File: src/rtl/div_pkg.sv
// div_pkg: shared types and constants for the sequential restoring divider.
//   div_state_t   : controller state encoding (IDLE, RUN)
//   DIV_WIDTH_DEF : default operand/result width
package div_pkg;

  localparam int unsigned DIV_WIDTH_DEF = 4;

  typedef enum logic {
    IDLE = 1'b0,
    RUN  = 1'b1
  } div_state_t;

endpackage

File: src/rtl/seq_divider_if.sv
// seq_divider_if: start/ready handshake and operand/result bus of seq_divider.
//   start       : request, taken on a rising edge while ready=1
//   dividend    : unsigned numerator, sampled with start
//   divisor     : unsigned denominator, sampled with start
//   quotient    : last result quotient
//   remainder   : last result remainder
//   ready       : idle, results valid, start accepted
//   done        : one-cycle pulse when new results land
//   div_by_zero : last accepted op had a zero divisor (DIV_ZERO_CHECK_EN builds)
// modport master drives the request side, modport slave is the divider.
interface seq_divider_if
  import div_pkg::*;
#(
  parameter int unsigned WIDTH = DIV_WIDTH_DEF
) ();

  logic             start;
  logic [WIDTH-1:0] dividend;
  logic [WIDTH-1:0] divisor;
  logic [WIDTH-1:0] quotient;
  logic [WIDTH-1:0] remainder;
  logic             ready;
  logic             done;
  logic             div_by_zero;

  modport master (
    output start, dividend, divisor,
    input  quotient, remainder, ready, done, div_by_zero
  );

  modport slave (
    input  start, dividend, divisor,
    output quotient, remainder, ready, done, div_by_zero
  );

endinterface

File: src/rtl/div_controller.sv
// div_controller: IDLE/RUN FSM and iteration down-counter for seq_divider.
//   clk_in     : clock, rising edge
//   rst_in     : asynchronous active-low reset
//   i_start    : request from the handshake bus
//   i_div_zero : divisor of the request is zero (DIV_ZERO_CHECK_EN only)
//   o_load     : accept a normal request this edge (latch operands)
//   o_zero_op  : accept a zero-divisor request this edge (DIV_ZERO_CHECK_EN only)
//   o_step     : perform one restoring-division iteration this edge
//   o_finish   : last iteration this edge, results are committed
//   o_ready    : registered, high while idle
//   o_done     : registered, one-cycle pulse after results are written
// Optional feature macro: DIV_ZERO_CHECK_EN.
module div_controller
  import div_pkg::*;
#(
  parameter int unsigned WIDTH = DIV_WIDTH_DEF
) (
  input  logic clk_in,
  input  logic rst_in,
  input  logic i_start,
`ifdef DIV_ZERO_CHECK_EN
  input  logic i_div_zero,
  output logic o_zero_op,
`endif
  output logic o_load,
  output logic o_step,
  output logic o_finish,
  output logic o_ready,
  output logic o_done
);

  localparam int unsigned     CW       = (WIDTH > 1) ? $clog2(WIDTH) : 1;
  localparam logic [CW-1:0]   CNT_LAST = CW'(WIDTH - 1);

  div_state_t    r_state;
  logic [CW-1:0] r_count;
  logic          r_ready;
  logic          r_done;
  logic          w_accept;

  assign w_accept = r_ready & i_start;

`ifdef DIV_ZERO_CHECK_EN
  assign o_zero_op = w_accept & i_div_zero;
  assign o_load    = w_accept & ~i_div_zero;
`else
  assign o_load    = w_accept;
`endif

  assign o_step   = (r_state == RUN);
  assign o_finish = o_step & (r_count == '0);
  assign o_ready  = r_ready;
  assign o_done   = r_done;

  always_ff @(posedge clk_in or negedge rst_in) begin
    if (!rst_in) begin
      r_state <= IDLE;
      r_count <= '0;
      r_ready <= 1'b1;
      r_done  <= 1'b0;
    end else begin
      r_done <= 1'b0;
      case (r_state)
        IDLE: begin
          if (o_load) begin
            r_state <= RUN;
            r_count <= CNT_LAST;
            r_ready <= 1'b0;
          end
`ifdef DIV_ZERO_CHECK_EN
          // Zero divisor is resolved in place: results land now, stay idle.
          else if (o_zero_op) begin
            r_done <= 1'b1;
          end
`endif
        end
        RUN: begin
          if (r_count == '0) begin
            r_state <= IDLE;
            r_ready <= 1'b1;
            r_done  <= 1'b1;
          end else begin
            r_count <= r_count - CW'(1);
          end
        end
        default: begin
          r_state <= IDLE;
          r_ready <= 1'b1;
        end
      endcase
    end
  end

endmodule

File: src/rtl/seq_divider.sv
// seq_divider: unsigned sequential restoring divider, one quotient bit per clock.
//   clk_in : clock, rising edge
//   rst_in : asynchronous active-low reset
//   bus    : seq_divider_if.slave (start/dividend/divisor in,
//            quotient/remainder/ready/done/div_by_zero out)
// Latency: ready low for WIDTH cycles after the accepting edge; results and
// done appear together after the last iteration.
// Optional feature macro: DIV_ZERO_CHECK_EN (zero divisor answered in one
// edge without entering RUN, flagged on div_by_zero).
module seq_divider
  import div_pkg::*;
#(
  parameter int unsigned WIDTH = DIV_WIDTH_DEF
) (
  input  logic           clk_in,
  input  logic           rst_in,
  seq_divider_if.slave   bus
);

  logic [WIDTH-1:0] r_rem;
  logic [WIDTH-1:0] r_q;
  logic [WIDTH-1:0] r_div;
  logic [WIDTH-1:0] r_quot;
  logic [WIDTH-1:0] r_remd;
  logic [WIDTH:0]   w_trial;
  logic [WIDTH-1:0] w_rem_nxt;
  logic [WIDTH-1:0] w_q_nxt;
  logic             w_load;
  logic             w_step;
  logic             w_finish;
  logic             w_ready;
  logic             w_done;

`ifdef DIV_ZERO_CHECK_EN
  logic r_dbz;
  logic w_zero_op;
`endif

  div_controller #(
    .WIDTH (WIDTH)
  ) u_ctrl (
    .clk_in     (clk_in),
    .rst_in     (rst_in),
    .i_start    (bus.start),
`ifdef DIV_ZERO_CHECK_EN
    .i_div_zero (bus.divisor == '0),
    .o_zero_op  (w_zero_op),
`endif
    .o_load     (w_load),
    .o_step     (w_step),
    .o_finish   (w_finish),
    .o_ready    (w_ready),
    .o_done     (w_done)
  );

  // Trial subtract of the shifted partial remainder; the MSB is the borrow.
  // Dropping rem's MSB on the restore path is safe: the shifted value is
  // below the divisor there, so it fits in WIDTH bits.
  always_comb begin
    w_trial = {r_rem, r_q[WIDTH-1]} - {1'b0, r_div};
    if (!w_trial[WIDTH]) begin
      w_rem_nxt = w_trial[WIDTH-1:0];
      w_q_nxt   = {r_q[WIDTH-2:0], 1'b1};
    end else begin
      w_rem_nxt = {r_rem[WIDTH-2:0], r_q[WIDTH-1]};
      w_q_nxt   = {r_q[WIDTH-2:0], 1'b0};
    end
  end

  always_ff @(posedge clk_in or negedge rst_in) begin
    if (!rst_in) begin
      r_rem  <= '0;
      r_q    <= '0;
      r_div  <= '0;
      r_quot <= '0;
      r_remd <= '0;
`ifdef DIV_ZERO_CHECK_EN
      r_dbz  <= 1'b0;
`endif
    end else begin
      if (w_load) begin
        r_div <= bus.divisor;
        r_rem <= '0;
        r_q   <= bus.dividend;
      end else if (w_step) begin
        r_rem <= w_rem_nxt;
        r_q   <= w_q_nxt;
      end
      if (w_finish) begin
        r_quot <= w_q_nxt;
        r_remd <= w_rem_nxt;
`ifdef DIV_ZERO_CHECK_EN
        r_dbz  <= 1'b0;
`endif
      end
`ifdef DIV_ZERO_CHECK_EN
      if (w_zero_op) begin
        r_quot <= '1;
        r_remd <= bus.dividend;
        r_dbz  <= 1'b1;
      end
`endif
    end
  end

  assign bus.quotient  = r_quot;
  assign bus.remainder = r_remd;
  assign bus.ready     = w_ready;
  assign bus.done      = w_done;
`ifdef DIV_ZERO_CHECK_EN
  assign bus.div_by_zero = r_dbz;
`else
  assign bus.div_by_zero = 1'b0;
`endif

endmodule

File: src/flat_wrapper.sv
// flat-port wrapper written by rule: the top's interface ports become plain ports
module seq_divider_flat import div_pkg::*;
#(
  parameter int unsigned WIDTH = DIV_WIDTH_DEF
)
  (clk_in, rst_in, bus_start, bus_dividend, bus_divisor, bus_quotient, bus_remainder, bus_ready, bus_done, bus_div_by_zero);
  seq_divider_if #(.WIDTH(WIDTH)) bus_i ();
  input  logic clk_in;
  input  logic rst_in;
  input wire logic [$bits(bus_i.start)-1:0] bus_start;
  input wire logic [$bits(bus_i.dividend)-1:0] bus_dividend;
  input wire logic [$bits(bus_i.divisor)-1:0] bus_divisor;
  output wire logic [$bits(bus_i.quotient)-1:0] bus_quotient;
  output wire logic [$bits(bus_i.remainder)-1:0] bus_remainder;
  output wire logic [$bits(bus_i.ready)-1:0] bus_ready;
  output wire logic [$bits(bus_i.done)-1:0] bus_done;
  output wire logic [$bits(bus_i.div_by_zero)-1:0] bus_div_by_zero;
  assign bus_i.start = bus_start;
  assign bus_i.dividend = bus_dividend;
  assign bus_i.divisor = bus_divisor;
  assign bus_quotient = bus_i.quotient;
  assign bus_remainder = bus_i.remainder;
  assign bus_ready = bus_i.ready;
  assign bus_done = bus_i.done;
  assign bus_div_by_zero = bus_i.div_by_zero;
  seq_divider #(.WIDTH(WIDTH)) u_core (.clk_in(clk_in), .rst_in(rst_in), .bus(bus_i));
endmodule
File: config.mk
export PLATFORM = sky130hd
export DESIGN_NAME = seq_divider_flat
export DESIGN_NICKNAME = d
export VERILOG_FILES = /design/src/rtl/div_pkg.sv /design/src/rtl/seq_divider_if.sv /design/src/rtl/div_controller.sv /design/src/rtl/seq_divider.sv /design/src/flat_wrapper.sv
export SDC_FILE = /design/constraint.sdc
export NUM_CORES = 1
export LEC_CHECK = 0
export BUFFER_PORTS_ARGS = -buffer_cell sky130_fd_sc_hd__buf_2
export CORE_MARGIN = 3
export CORE_UTILIZATION = 25
export DETAILED_ROUTE_END_ITERATION = 8
export GPL_ROUTABILITY_DRIVEN = 0
export GPL_TIMING_DRIVEN = 0
export PLACE_DENSITY_LB_ADDON = 0.2
export SLEW_MARGIN = 20
export SYNTH_ARGS = -nofsm -noshare
export SYNTH_HDL_FRONTEND = slang
export SYNTH_SLANG_ARGS = --single-unit
File: constraint.sdc
create_clock -name clk_in -period 2.9 [get_ports clk_in]
set_input_delay 0.58 -clock clk_in [delete_from_list [all_inputs] [get_ports clk_in]]
set_output_delay 0.58 -clock clk_in [all_outputs]
set_load 0.01 [all_outputs]
==> flow_metrics.env <==
export IMPL_synth_top_family_by_area="multiplexers"
export IMPL_design_area_um2=1420
export IMPL_antenna_found_initial=0
export IMPL_synth_distinct_cells=25
export IMPL_synth_nets=125
export IMPL_drc_errors=0
export IMPL_dp_hpwl_um=1720
export IMPL_avgSynthCellArea_um2=11.2
export IMPL_holdBufCountCts=0
export IMPL_place_area_um2=1370
export IMPL_initial_utilization=0.268
export IMPL_synth_simple_area_share=0.0725
export IMPL_slew_violations=0
export IMPL_period_share=0.831
export IMPL_netlist_area_leader_share=0.497
export IMPL_ctsRootBufferMaster="clkbuf_8"
export IMPL_max_freq_mhz=415
export IMPL_drt_iter0_drc=24
export IMPL_p_leak_nw=0.698
export IMPL_ir_worst_vdd_uv=372
export IMPL_vias=826
export IMPL_avgRoutedWirePerCell_um=12.6
export IMPL_routed_wl_um=2310
export IMPL_slew_headroom=0.612
export IMPL_grt_pass1_wl_um=3900
export IMPL_crit_path_start_kind="register"
export IMPL_cts_sinks=25
export IMPL_yosysTopAreaCell="dfrtp_1"
export IMPL_period_minus_slack_ps=2410
export IMPL_fin_util=0.315
export IMPL_synth_xor_area_frac=0.0373
export IMPL_final_cell_count_no_fill=184
export IMPL_nFillCells=487
export IMPL_cts_buffer_depth=2
export IMPL_die_h_um=75.5
export IMPL_pin_count=22
export IMPL_power_density_nw_per_um2=1320
export IMPL_ys_ff_latch=25
export IMPL_synthAdderAreaFrac=0.0683
export IMPL_drv_cap=0
export IMPL_antennaDiodeCount=0
export IMPL_io_buffers=20
export IMPL_arrival_ps=2610
export IMPL_synth_compound_area_share=0.0952
export IMPL_skew_ps=4.32
export IMPL_htree_levels=1
export IMPL_core_region_area_um2=4500
export IMPL_syn_area_um2=1210
export IMPL_track_usage=0.0908
export IMPL_clk_pin_slew_ps=90
export IMPL_grt_pass1_vias=842
export IMPL_die_area_um2=5700
export IMPL_fin_nets=150
export IMPL_crit_type="reg2reg"
export IMPL_ys_warn_count=0
export IMPL_ctsResizeCount=0
export IMPL_firstDrtPassIters=4
export IMPL_antenna_left=0
export IMPL_rows=24
export IMPL_rsz0062_at_grt="no"
export IMPL_r2r_cells=8
export IMPL_syn_instance_count=108
export IMPL_setup_viol=0
export IMPL_run_status="complete, no violations"
export IMPL_reg2reg_slack_ps=490
export IMPL_viasPerCell=4.49
export IMPL_cts_tree="built"
export IMPL_clock_latency_ps=270
export IMPL_grt_max_degree=26
export IMPL_path_max_fanout=8
export IMPL_postCtsSetupBuffers=0
export IMPL_cp_data_required_time_ps=3100
export IMPL_drive_above_1_share=0.295
export IMPL_tightest_slew_ps=581
export IMPL_r2r_end="u_core.r_rem[1]"
export IMPL_whs_ps=301
export IMPL_min_path_type="in2async"
export IMPL_r2r_start="u_core.r_q[3]"
export IMPL_cts_buffers=3
export IMPL_synth_mux_area_fraction=0.154
export IMPL_area_growth_pct=17.5
export IMPL_globalRouteOverflowTotal=0
export IMPL_dieWidth_um=75.5
export IMPL_hold_viol_final=0
export IMPL_yosysSeqAreaShare=0.519
export IMPL_placedCellCount=180
export IMPL_fin_setup_tns_ps=0
export IMPL_synth_top_cells_by_area="dfrtp_1 50%, mux2_2 8.4%, mux2i_1 5.8%"
export IMPL_worst_setup_path_end_kind="register"
==> power by group <==
| group | total, mW | internal, mW | leakage (nW) | switching, mW |
|---|---|---|---|---|
| logic | 1.02 | 0.488 | 0.378 | 0.534 |
| clock network | 0.206 | 0.0961 | 0.0255 | 0.109 |
| registers | 0.646 | 0.534 | 0.294 | 0.112 |
==> cells in the mapped netlist, drive strengths merged <==
cell type,count
dfrtp,24
a21oi,10
inv,10
mux2,10
nor2,9
o21ai,8
mux2i,7
nand2,7
ha,5
clkbuf,3
a31oi,2
buf,2
nand2b,2
nand3b,2
xor2,2
a32oi,1
conb,1
dfstp,1
fa,1
xnor2,1
==> layout make-up <==
class                           instances  area, µm²  share of cell area
Multi-Input combinational cell         68        520               0.367
Buffer                                  5       23.8              0.0167
Clock inverter                          1       5.00             0.00352
Timing Repair Buffer                   20        100              0.0705
Inverter                               10       37.5              0.0264
Sequential cell                        25        627               0.441
Tap cell                               52       65.1              0.0458
Clock buffer                            3       41.3              0.0291
==> routing by layer <==
| layer | track usage | routed length (µm) | vias to the layer above |
|---|---|---|---|
| met5 | 0 | 0 | - |
| met4 | 0.0350 | 36 | 0 |
| met3 | 0.0198 | 117 | 2 |
| met2 | 0.154 | 1070 | 17 |
| met1 | 0.112 | 1080 | 400 |
| li1 | - | - | 407 |
==> cells by family after synthesis <==
group,Yosys count
mux,17
buf+inv,15
flops,25
xor+xnor,3
other cells,1
compound gates,21
fa+ha+maj,6
simple gates,20
==> metrics by stage <==
step	worst slack, ps	power [mW]
5_1_grt	344	2.08
3_5_place_dp	494	1.70
3_3_place_gp	514	1.67
6_report	489	1.87
2_1_floorplan	735	1.43
4_1_cts	473	1.92
==> worst max path at each step <==
stage / from / end / slack [ps]
global route: u_core.r_q[3] / u_core.r_rem[1] / 340
CTS: u_core.r_q[3] / u_core.r_rem[1] / 470
detailed placement: u_core.r_q[3] / u_core.r_rem[1] / 490
floorplan: u_core.r_q[3] / u_core.r_rem[1] / 730
finish: u_core.r_q[3] / u_core.r_rem[1] / 490
global placement: u_core.r_q[3] / u_core.r_rem[1] / 510
==> flip-flops by register name, indices dropped and copies added (netlist names) <==
name                   count
u_core.u_ctrl.o_done       1
u_core.bus.remainder       4
u_core.u_ctrl.r_count      2
u_core.r_rem               4
u_core.u_ctrl.o_step       1
u_core.r_div               4
u_core.bus.quotient        4
u_core.u_ctrl.o_ready      1
u_core.r_q                 4
==> worst max-delay path: stages (launching register included) <==
cell	delay, ps
dfrtp_1	400
inv_1	70
ha_1	200
fa_1	400
nand2b_1	180
a21oi_2	230
xor2_4	320
mux2_2	400
a21oi_1	150
==> placed cells by master, fill, tap and decap left out, types with 3 or more instances in the layout <==
| cell type | n |
|---|---|
| a21oi_1 | 9 |
| buf_2 | 21 |
| clkbuf_1 | 3 |
| clkbuf_8 | 3 |
| dfrtp_1 | 24 |
| ha_1 | 5 |
| inv_1 | 10 |
| mux2_2 | 9 |
| mux2i_1 | 7 |
| nand2_1 | 7 |
| nor2_1 | 9 |
| o21ai_0 | 7 |
No activity file was read; power rests on OpenSTA's default activity.
